## src/rtl/spi_word_rx_pkg.sv

```systemverilog
// Shared types and defaults for the SPI word receiver.
package spi_pkg;

    // Default word length and synchronizer depth.
    localparam int unsigned SPI_WIDTH       = 16;
    localparam int unsigned SPI_SYNC_STAGES = 2;

    // Frame state: IDLE between frames, SHIFT while nCS is asserted.
    typedef enum logic {
        IDLE  = 1'b0,
        SHIFT = 1'b1
    } spi_state_t;

endpackage

```

## src/rtl/spi_word_rx_if.sv

```systemverilog
// Pin and word-side signals of the SPI word receiver.
// slave: the receiver itself; master: the host pins plus the loader side.
interface spi_word_rx_if #(
    parameter int unsigned WIDTH = spi_pkg::SPI_WIDTH
);

    logic             nCS;
    logic             SCK;
    logic             MOSI;
    logic             MISO;
    logic [WIDTH-1:0] tx_word;
    logic [WIDTH-1:0] shiftreg;
    logic             data_ready;
    logic             new_transfer;
    logic             transfer_done;
    logic             chip_selected;

    modport slave (
        input  nCS, SCK, MOSI, tx_word,
        output MISO, shiftreg, data_ready, new_transfer, transfer_done, chip_selected
    );

    modport master (
        output nCS, SCK, MOSI, tx_word,
        input  MISO, shiftreg, data_ready, new_transfer, transfer_done, chip_selected
    );

endinterface

```

## src/rtl/spi_word_rx_sync_edge.sv

```systemverilog
// N-stage synchronizer for one asynchronous pin, followed by one more
// registered copy used for edge detection. level, rise and fall are all
// registered and mutually aligned (STAGES+1 cycles after the pin edge).
module sync_edge #(
    parameter int unsigned STAGES     = 2,
    parameter logic        IDLE_LEVEL = 1'b0
) (
    input  logic clk,
    input  logic reset_n,
    input  logic d,
    output logic level,
    output logic rise,
    output logic fall
);

    logic [STAGES-1:0] sync_q;
    logic              level_q;
    logic              rise_q;
    logic              fall_q;

    // Synchronizer chain, delayed copy and registered edge strobes.
    always_ff @(posedge clk or negedge reset_n) begin
        if (!reset_n) begin
            sync_q  <= {STAGES{IDLE_LEVEL}};
            level_q <= IDLE_LEVEL;
            rise_q  <= 1'b0;
            fall_q  <= 1'b0;
        end else begin
            sync_q  <= {sync_q[STAGES-2:0], d};
            level_q <= sync_q[STAGES-1];
            rise_q  <= sync_q[STAGES-1] & ~level_q;
            fall_q  <= ~sync_q[STAGES-1] & level_q;
        end
    end

    assign level = level_q;
    assign rise  = rise_q;
    assign fall  = fall_q;

endmodule

```

## src/rtl/spi_word_rx.sv

```systemverilog
// SPI mode-0 slave front end: synchronizes nCS/SCK/MOSI into clk, assembles
// MSB-first words, and shifts tx_word out on MISO for host readback.
module spi_word_rx
    import spi_pkg::*;
#(
    parameter int unsigned WIDTH       = SPI_WIDTH,
    parameter int unsigned SYNC_STAGES = SPI_SYNC_STAGES
) (
    input  logic           clk,
    input  logic           reset_n,
    spi_word_rx_if.slave   bus
);

    localparam int unsigned CNT_W    = $clog2(WIDTH + 1);
    localparam int unsigned SETTLE_W = $clog2(SYNC_STAGES + 2);

    localparam logic [CNT_W-1:0]    LAST_BIT    = CNT_W'(WIDTH - 1);
    localparam logic [SETTLE_W-1:0] SETTLE_DONE = SETTLE_W'(SYNC_STAGES + 1);

    // Synchronized pin views.
    logic cs_level;          // 1 = nCS deasserted
    logic cs_rise;
    logic cs_fall;
    logic sck_level_unused;
    logic sck_rise;
    logic sck_fall;
    logic mosi_level;
    logic mosi_rise_unused;
    logic mosi_fall_unused;

    // Arming after reset.
    logic [SETTLE_W-1:0] settle_q;
    logic                armed_q;
    logic                cs_start;

    // FSM.
    spi_state_t state_q;
    spi_state_t state_d;
    logic       new_transfer_c;
    logic       transfer_done_c;
    logic       load_tx;
    logic       clear_cnt;
    logic       sample;
    logic       shift_out;
    logic       word_done;

    // Datapath.
    logic [CNT_W-1:0] cnt_q;
    logic [WIDTH-1:0] rx_sh_q;
    logic [WIDTH-1:0] rx_next;
    logic [WIDTH-1:0] tx_sh_q;
    logic [WIDTH-1:0] shiftreg_q;
    logic             data_ready_q;

    sync_edge #(
        .STAGES     (SYNC_STAGES),
        .IDLE_LEVEL (1'b1)
    ) u_sync_cs (
        .clk     (clk),
        .reset_n (reset_n),
        .d       (bus.nCS),
        .level   (cs_level),
        .rise    (cs_rise),
        .fall    (cs_fall)
    );

    sync_edge #(
        .STAGES     (SYNC_STAGES),
        .IDLE_LEVEL (1'b0)
    ) u_sync_sck (
        .clk     (clk),
        .reset_n (reset_n),
        .d       (bus.SCK),
        .level   (sck_level_unused),
        .rise    (sck_rise),
        .fall    (sck_fall)
    );

    // Same depth as SCK so the sampled MOSI lines up with sck_rise.
    sync_edge #(
        .STAGES     (SYNC_STAGES),
        .IDLE_LEVEL (1'b0)
    ) u_sync_mosi (
        .clk     (clk),
        .reset_n (reset_n),
        .d       (bus.MOSI),
        .level   (mosi_level),
        .rise    (mosi_rise_unused),
        .fall    (mosi_fall_unused)
    );

    // A frame already running when reset is released must be ignored: the
    // synchronizers come out of reset at the idle level, so a held-low nCS
    // would look like a fresh fall. Accept nCS falls only once nCS has been
    // seen high after the synchronizer pipeline has flushed.
    always_ff @(posedge clk or negedge reset_n) begin
        if (!reset_n) begin
            settle_q <= '0;
            armed_q  <= 1'b0;
        end else begin
            if (settle_q != SETTLE_DONE) begin
                settle_q <= settle_q + SETTLE_W'(1);
            end
            if ((settle_q == SETTLE_DONE) && cs_level) begin
                armed_q <= 1'b1;
            end
        end
    end

    assign cs_start = cs_fall & armed_q;

    // State register.
    always_ff @(posedge clk or negedge reset_n) begin
        if (!reset_n) begin
            state_q <= IDLE;
        end else begin
            state_q <= state_d;
        end
    end

    // Next state, framing strobes and datapath controls; nCS rise beats SCK.
    always_comb begin
        state_d         = state_q;
        new_transfer_c  = 1'b0;
        transfer_done_c = 1'b0;
        load_tx         = 1'b0;
        clear_cnt       = 1'b0;
        sample          = 1'b0;
        shift_out       = 1'b0;
        case (state_q)
            IDLE: begin
                if (cs_start) begin
                    state_d        = SHIFT;
                    new_transfer_c = 1'b1;
                    load_tx        = 1'b1;
                end
            end
            SHIFT: begin
                if (cs_rise) begin
                    state_d         = IDLE;
                    transfer_done_c = 1'b1;
                    clear_cnt       = 1'b1;
                end else if (sck_rise) begin
                    sample = 1'b1;
                end else if (sck_fall) begin
                    shift_out = 1'b1;
                end
            end
            default: begin
                state_d = IDLE;
            end
        endcase
        word_done = sample && (cnt_q == LAST_BIT);
    end

    assign rx_next = {rx_sh_q[WIDTH-2:0], mosi_level};

    // Bit counter, rx/tx shifters, completed-word register and ready strobe.
    always_ff @(posedge clk or negedge reset_n) begin
        if (!reset_n) begin
            cnt_q        <= '0;
            rx_sh_q      <= '0;
            tx_sh_q      <= '0;
            shiftreg_q   <= '0;
            data_ready_q <= 1'b0;
        end else begin
            data_ready_q <= word_done;
            if (load_tx) begin
                cnt_q   <= '0;
                tx_sh_q <= bus.tx_word;
            end else if (clear_cnt) begin
                cnt_q <= '0;
            end else if (sample) begin
                rx_sh_q <= rx_next;
                if (word_done) begin
                    cnt_q      <= '0;
                    shiftreg_q <= rx_next;
                end else begin
                    cnt_q <= cnt_q + CNT_W'(1);
                end
            end else if (shift_out) begin
                if (cnt_q != '0) begin
                    tx_sh_q <= {tx_sh_q[WIDTH-2:0], 1'b0};
                end else begin
                    tx_sh_q <= bus.tx_word;
                end
            end
        end
    end

    assign bus.MISO          = (state_q == SHIFT) ? tx_sh_q[WIDTH-1] : 1'b0;
    assign bus.shiftreg      = shiftreg_q;
    assign bus.data_ready    = data_ready_q;
    assign bus.new_transfer  = new_transfer_c;
    assign bus.transfer_done = transfer_done_c;
    assign bus.chip_selected = ~cs_level;

endmodule

```

## src/flat_wrapper.sv

```systemverilog
// flat-port wrapper written by rule: the top's interface ports become plain ports
module spi_word_rx_flat import spi_pkg::*;
#(
    parameter int unsigned WIDTH       = SPI_WIDTH,
    parameter int unsigned SYNC_STAGES = SPI_SYNC_STAGES
)
  (clk, reset_n, bus_nCS, bus_SCK, bus_MOSI, bus_tx_word, bus_MISO, bus_shiftreg, bus_data_ready, bus_new_transfer, bus_transfer_done, bus_chip_selected);
  spi_word_rx_if #(.WIDTH(WIDTH)) bus_i ();
  input  logic clk;
  input  logic reset_n;
  input wire logic [$bits(bus_i.nCS)-1:0] bus_nCS;
  input wire logic [$bits(bus_i.SCK)-1:0] bus_SCK;
  input wire logic [$bits(bus_i.MOSI)-1:0] bus_MOSI;
  input wire logic [$bits(bus_i.tx_word)-1:0] bus_tx_word;
  output wire logic [$bits(bus_i.MISO)-1:0] bus_MISO;
  output wire logic [$bits(bus_i.shiftreg)-1:0] bus_shiftreg;
  output wire logic [$bits(bus_i.data_ready)-1:0] bus_data_ready;
  output wire logic [$bits(bus_i.new_transfer)-1:0] bus_new_transfer;
  output wire logic [$bits(bus_i.transfer_done)-1:0] bus_transfer_done;
  output wire logic [$bits(bus_i.chip_selected)-1:0] bus_chip_selected;
  assign bus_i.nCS = bus_nCS;
  assign bus_i.SCK = bus_SCK;
  assign bus_i.MOSI = bus_MOSI;
  assign bus_i.tx_word = bus_tx_word;
  assign bus_MISO = bus_i.MISO;
  assign bus_shiftreg = bus_i.shiftreg;
  assign bus_data_ready = bus_i.data_ready;
  assign bus_new_transfer = bus_i.new_transfer;
  assign bus_transfer_done = bus_i.transfer_done;
  assign bus_chip_selected = bus_i.chip_selected;
  spi_word_rx #(.WIDTH(WIDTH), .SYNC_STAGES(SYNC_STAGES)) u_core (.clk(clk), .reset_n(reset_n), .bus(bus_i));
endmodule
```

## config.mk

```make
export PLATFORM = sky130hd
export DESIGN_NAME = spi_word_rx_flat
export DESIGN_NICKNAME = d
export VERILOG_FILES = /design/src/rtl/spi_word_rx_pkg.sv /design/src/rtl/spi_word_rx_if.sv /design/src/rtl/spi_word_rx_sync_edge.sv /design/src/rtl/spi_word_rx.sv /design/src/flat_wrapper.sv
export SDC_FILE = /design/constraint.sdc
export NUM_CORES = 1
export LEC_CHECK = 0
export ABC_AREA = 1
export BUFFER_PORTS_ARGS = -buffer_cell sky130_fd_sc_hd__buf_2
export CELL_PAD_IN_SITES_DETAIL_PLACEMENT = 0
export CELL_PAD_IN_SITES_GLOBAL_PLACEMENT = 1
export CORE_MARGIN = 2
export CORE_UTILIZATION = 46
export CTS_CLUSTER_SIZE = 20
export DETAILED_ROUTE_END_ITERATION = 7
export PLACE_DENSITY = 0.93
export REMOVE_ABC_BUFFERS = 1
export SETUP_SLACK_MARGIN = 0.02
export SYNTH_ARGS = -nofsm -noshare
export SYNTH_HDL_FRONTEND = slang
export SYNTH_SLANG_ARGS = --single-unit
export TNS_END_PERCENT = 50
```

## constraint.sdc

```tcl
create_clock -name clk -period 3.14 [get_ports clk]
set_clock_uncertainty 0.05 [all_clocks]
set_input_delay 0.314 -clock clk [delete_from_list [all_inputs] [get_ports clk]]
set_output_delay 0.314 -clock clk [all_outputs]
set_load 0.05 [all_outputs]
```

# Word-level counts from Yosys, hierarchy flattened
# Cells that the tools add are included.
[totals]
regBits = 70
in_bits = 21
output_inout_bits = 21
elab_cells = 68
[op_classes]
n_addsub = 2
n_eq_ne = 5
mux = 23
bitwise_logic = 12
reduce_logical = 8
[ops]
columns = ["cell", "n"]
rows = [
  ["$mux 16", 5],
  ["$mux 5", 4],
  ["$mux 1", 13],
  ["$not 1->1", 7],
  ["$ne 2x2->1 const B", 3],
  ["$reduce_and 3->1", 2],
  ["$add 5x1->5 const B", 1],
  ["$and 1x1->1", 5],
  ["$eq 5x4->1 const B", 1],
  ["$reduce_bool 5->1", 1],
  ["$reduce_and 4->1", 1],
  ["$reduce_bool 3->1", 1],
  ["$add 2x1->2 const B", 1],
  ["$eq 2x2->1 const B", 1],
  ["$logic_and 1x1->1", 2],
  ["$pmux 1 s2", 1],
  ["$reduce_bool 2->1", 1],
]

# Logic depth before layout (Yosys ltp)
[logic_depth]
depth_word = 8
ltp_mapped = 8

# Hierarchy
# Synthesis repeated with hierarchy kept, for this count alone.
[unflattened]
cells_unflattened = 339
area_unflattened_um2 = 3110.5
[by_module_without_submodules]
columns = ["mod", "n_inst", "cells_each", "area_each_um2"]
rows = [
  ["spi_word_rx", 1, 312, 2686.3],
  ["sync_edge (u_core.u_sync_mosi ...)", 2, 9, 140.1],
  ["sync_edge (u_core.u_sync_cs)", 1, 9, 143.9],
]

# Least setup slack after synthesis
# OpenSTA, ideal clock, no wires.
[synth_path]
kind = "reg-to-reg"
start = "register u_core.armed_q"
end = "register u_core.cnt_q[1]"
arrival_time_ps = 1445
path_slack_ps = 1519
stages_incl_launch_ff = 6
path_buffers = 0
cell_sequence = "dfrtp_1 nand2_1 nor2_1 nor2_1 nand4_1 o21ai_0"
[synth_via]
elab_chain_len = 4
word_cells_on_any_way = 5
classes_between = "mux (3); bitwise (1); reduce/logical (1)"
[synth_rtl]
columns = ["item", "line_no", "text"]
rows = [
  ["start, declared", "spi_word_rx.sv:33", "logic armed_q;"],
  ["start signal, assigned", "spi_word_rx.sv:99", "armed_q <= 1'b0;"],
  ["start signal, assigned", "spi_word_rx.sv:105", "armed_q <= 1'b1;"],
  ["$and 1x1->1 (*)", "spi_word_rx.sv:110", "assign cs_start = cs_fall & armed_q;"],
  ["$mux 1 (*) (2 in series)", "n/a", ""],
  ["named net bus_new_transfer", "flat_wrapper.sv:18", "output wire logic [$bits(bus_i.new_transfer)-1:0] bus_new_transfer;"],
  ["$reduce_bool 3->1 (no line) or $mux 5 (tied branches)", "n/a", ""],
  ["end signal, assigned", "spi_word_rx.sv:179", "cnt_q <= cnt_q + CNT_W'(1);"],
  ["end, declared", "spi_word_rx.sv:48", "logic [CNT_W-1:0] cnt_q;"],
]
# The timed path passes the listed nets; every way through them passes the cells marked *.
# A chain may end at the register's enable or synchronous reset.

# Final worst setup path
[layout_path]
start = "register u_core.cnt_q[0]"
end = "register u_core.shiftreg_q[0] (netlist: u_core.bus.shiftreg[0])"
[layout_via]
elab_chain_len = 3
[layout_rtl]
columns = ["item", "line_no", "text"]
rows = [
  ["$eq 5x4->1", "spi_word_rx.sv:153", "word_done = sample && (cnt_q == LAST_BIT);"],
  ["$logic_and 1x1->1", "spi_word_rx.sv:153", ""],
  ["$reduce_and 4->1 (no line)", "n/a", ""],
  ["end signal, assigned", "spi_word_rx.sv:177", "shiftreg_q <= rx_next;"],
  ["end, declared", "spi_word_rx.sv:52", "logic [WIDTH-1:0] shiftreg_q;"],
]
# Every way passes these cells.

==> metrics.md <==
| Metric | Value |
|---|---|
| End of the worst register-to-register path | `u_core.bus.shiftreg[0]` |
| Synth unique cells | `27` |
| First-pass GRT wire length | `9.03 mm` |
| CP arrival | `2.07 ns` |
| Std-Cell Rows | `29` |
| CTS H-tree lvls | `3` |
| GR Util All Layers | `15.9%` |
| Largest fanout on the critical path | `32` |
| Die Area | `7210 um2` |
| Leading area contributor after synthesis | `sky130_fd_sc_hd__dfrtp_1` |
| Ratio of cells with drive above 1 in the final layout | `19.4%` |
| Power density cells | `697 nW/um2` |
| Total of max-cap violations | `0` |
| Sequential fraction of design power | `47.0%` |
| Total power draw | `2.42 mW` |
| Number of buffers on the longest clock path | `2` |
| Post-route antenna net violation count | `0` |
| Cell depth of the worst min-delay path | `1` |
| Number of buffers inserted during clock tree synthesis | `9` |
| Slew Viols, Final | `0` |
| Netlist area before placement | `3010 um2` |
| Post-route cell area | `3470 um2` |
| Resized Gates After CTS | `0` |
| Count of port buffers added during placement | `41` |
| Slack of the worst reg-to-reg path | `1.27 ns` |
| CTS tree | `done` |
| Mean instance size in the synthesized netlist | `8.94 um2` |
| Area growth syn-to-layout | `15.3%` |
| Worst reg2reg startpoint | `u_core.cnt_q[0]` |
| Wire per inst | `11.4 um` |
| Dpl cell area | `3230 um2` |
| Path type of the worst setup path | `reg -> reg` |
| Final net count | `405` |
| Source of the worst hold timing path | `bus_MOSI` |
| Family of cells with the greatest summed delay on the critical path | `simple AND/OR/NAND/NOR gates` |
| Relative contribution of combinational cells to total power | `19.9%` |
| Crit path cell chain | `ha_1 -> nand3_1 -> nor2_1 -> nand2_1 -> nand2_1 -> o21ai_1` |
| Clk slew on worst S/H paths | `0.08 ns` |
| Die width | `84.9 um` |
| Worst vdd ir | `0.000392 V` |
| Crit. End Element | `flop` |
| Total DRC errors in the routed layout | `0` |
| Number of global-route vias before repair | `2091` |
| Register-to-Register Path Depth | `6` |
| Number of diodes added for antenna fixing | `0` |
| Count of hold-fix buffers inserted at cts | `1` |
| Total net switching power | `0.752 mW` |
| Total Wirelength | `5.27 mm` |
| Number of synthesized register bits | `70` |
| Share of the synthesized area in the top cell type | `55.6%` |
| Overall via count from detail_route | `2203` |
| Cell count after synthesis | `337` |
| Number of antenna violations at the first check in global routing | `0` |
| Count of final hold-check violations | `0` |
| Worst relative slew slack | `36.9%` |
| Final number of setup-violating endpoints | `0` |
| Register area share after synthesis | `58.3%` |
| Number of violations reported at the end of detailed-routing iteration 0 | `156` |
| Status | `finished clean` |
| Last weighted congestion value of the routability-driven placer | `0.748` |
| Leakage power of the design | `1.84 nW` |
| Worst-case setup slack after placement | `1.28 ns` |
| Chip height | `84.9 um` |
| Period utilisation layout | `59.5%` |
| Buffers & Inverters on Critical Path | `0` |
| Most frequent cell on the critical path | `sky130_fd_sc_hd__nand2_1` |
| Crit path max-delay cell type | `sky130_fd_sc_hd__nand2_1` |
| Post-CTS Setup Bufs | `0` |
| Setup slack after layout | `1.27 ns` |
| Hold endpoint | `u_core.u_sync_mosi.sync_q[0]` |
| Setup total negative slack | `0 ns` |
| Clock latency reported for the late side of the worst-skew pair | `0.35 ns` |
| Effective utilization at floorplan | `47.4%` |
| Switching portion of total power | `31.0%` |
| Count of yosys warnings during synthesis | `0` |
| Startpoint types | `flop` |
| Unrepaired setup endpoints after global routing | `no` |
| Measured slew at the worst slew-check pin | `0.944 ns` |
| Internal cell power | `1.67 mW` |
| Hold slack | `0.0196 ns` |
| Clock network fraction of design power | `33.2%` |
| Tmin final | `1.87 ns` |
| Maximum number of pins on one net before global-route repair | `35` |
| CTS sink cnt | `70` |
| Io pins | `42` |
| Grt ovf | `0` |
| Crit-path max cell delay | `0.68 ns` |
| Fill cell instance count of the final layout | `591` |
| Floorplan core area | `6350 um2` |
| Root Buffer | `sky130_fd_sc_hd__clkbuf_8` |
| Post-detail-place hpwl | `3.53 mm` |
| Timing-limited maximum frequency | `536 MHz` |
| Synth top area cells | `sky130_fd_sc_hd__dfrtp_1, sky130_fd_sc_hd__nand2_1, sky130_fd_sc_hd__inv_1` |
| Path class of the lowest-slack min-delay path | `in -> reg` |
| Required time worst endpoint | `3.34 ns` |
| Routed vias/inst | `4.76` |
| Router iterations before antenna repair | `5` |
per-layer routing:
metal	global-route usage, %	vias to the layer above	share of wire, %
met5	0	-	0
met4	8.66	0	1.9
met3	3.70	7	4.2
met2	25.1	37	47
met1	20.3	1036	47
li1	-	1123	-
cells in the final DEF (no fill, tap or decap), types with 5 or more instances in the layout:
cell / count
sky130_fd_sc_hd__nor2_1: 15
sky130_fd_sc_hd__dfrtp_1: 67
sky130_fd_sc_hd__inv_1: 59
sky130_fd_sc_hd__o21ai_0: 19
sky130_fd_sc_hd__nand2_2: 5
sky130_fd_sc_hd__nand3_1: 34
sky130_fd_sc_hd__buf_2: 41
sky130_fd_sc_hd__o21ai_1: 17
sky130_fd_sc_hd__clkbuf_8: 9
sky130_fd_sc_hd__nand2_1: 88
worst register-to-register path: cells and delay by family (launching register included):
kind            cells  cell delay [ns]
compound gates      1             0.13
simple gates        4             0.94
fa+ha+maj           1             0.24
flops               1             0.40
worst max path at each step:
stage          slack, ns       startpoint                endpoint  cells past startpoint
2_1_floorplan       1.52   u_core.armed_q         u_core.cnt_q[1]                      5
3_3_place_gp        1.32  u_core.cnt_q[0]         u_core.cnt_q[0]                      6
3_5_place_dp        1.28  u_core.cnt_q[0]         u_core.cnt_q[0]                      6
4_1_cts             1.25  u_core.cnt_q[0]         u_core.cnt_q[0]                      6
5_1_grt             1.01  u_core.cnt_q[0]         u_core.cnt_q[0]                      6
6_report            1.27  u_core.cnt_q[0]  u_core.bus.shiftreg[0]                      6
sequential cells by signal, indices dropped and copies added (netlist names), 2 cells and up:
register and count:
u_core.bus.shiftreg 16, u_core.tx_sh_q 16, u_core.rx_sh_q 15, u_core.cnt_q 5
u_core.settle_q 2, u_core.u_sync_cs.sync_q 2, u_core.u_sync_mosi.sync_q 2, u_core.u_sync_sck.sync_q 2
Yosys cell counts:
cell type	n
sky130_fd_sc_hd__ha_1	3
sky130_fd_sc_hd__o21ai_0	19
sky130_fd_sc_hd__inv_2	2
sky130_fd_sc_hd__nand3_4	1
sky130_fd_sc_hd__nand2_2	5
sky130_fd_sc_hd__nor2_4	1
sky130_fd_sc_hd__dfrtp_1	67
sky130_fd_sc_hd__buf_4	2
sky130_fd_sc_hd__nand2_1	88
sky130_fd_sc_hd__nand3_1	34
sky130_fd_sc_hd__nand4_1	2
sky130_fd_sc_hd__nor2_1	15
sky130_fd_sc_hd__buf_2	5
sky130_fd_sc_hd__buf_6	3
sky130_fd_sc_hd__nand2_8	1
sky130_fd_sc_hd__mux2_2	1
sky130_fd_sc_hd__nand2_4	1
sky130_fd_sc_hd__a21oi_1	2
sky130_fd_sc_hd__dfstp_2	3
sky130_fd_sc_hd__inv_1	59
sky130_fd_sc_hd__buf_12	1
sky130_fd_sc_hd__nand3_2	1
sky130_fd_sc_hd__a21o_1	1
sky130_fd_sc_hd__xnor2_1	1
sky130_fd_sc_hd__clkbuf_1	1
sky130_fd_sc_hd__nor3_1	1
sky130_fd_sc_hd__o21ai_1	17
power groups by stage:
stage / registers, mW / logic [mW] / clock network (mW)
after floorplan: 1.14 / 0.371 / 0
after global placement: 1.15 / 0.470 / 0
after detailed placement: 1.16 / 0.482 / 0
after CTS: 1.14 / 0.487 / 0.815
after global routing: 1.16 / 0.562 / 0.858
final: 1.14 / 0.481 / 0.803
cells by family after synthesis:
family / count (synthesis) / share of synthesized area, %
buffers and inverters: 73 / 10.8
multiplexers: 1 / 0.374
AO/OA/AOI/OAI: 39 / 6.56
XOR/XNOR: 1 / 0.291
AND/OR/NAND/NOR: 150 / 22.4
flip-flops: 70 / 58.3
adder cells (fa/ha/maj): 3 / 1.25
per-stage QoR:
step,cells,utilization (%)
after global placement,445,50.9
final,463,54.7
after global routing,463,54.7
after CTS,462,54.5
after detailed placement,445,50.9
after floorplan,325,-
final cells by class:
class	count	area (um2)	share of cell area, %
flip-flops and latches	70	1760	50.5
inverters	61	229	6.59
repair buffers	45	240	6.92
clock buffers	9	124	3.57
multi-input cells	194	931	26.8
well taps	77	96.3	2.77
clock inverters	7	97.6	2.81
Note: power is estimated with default switching activity, not from simulation.
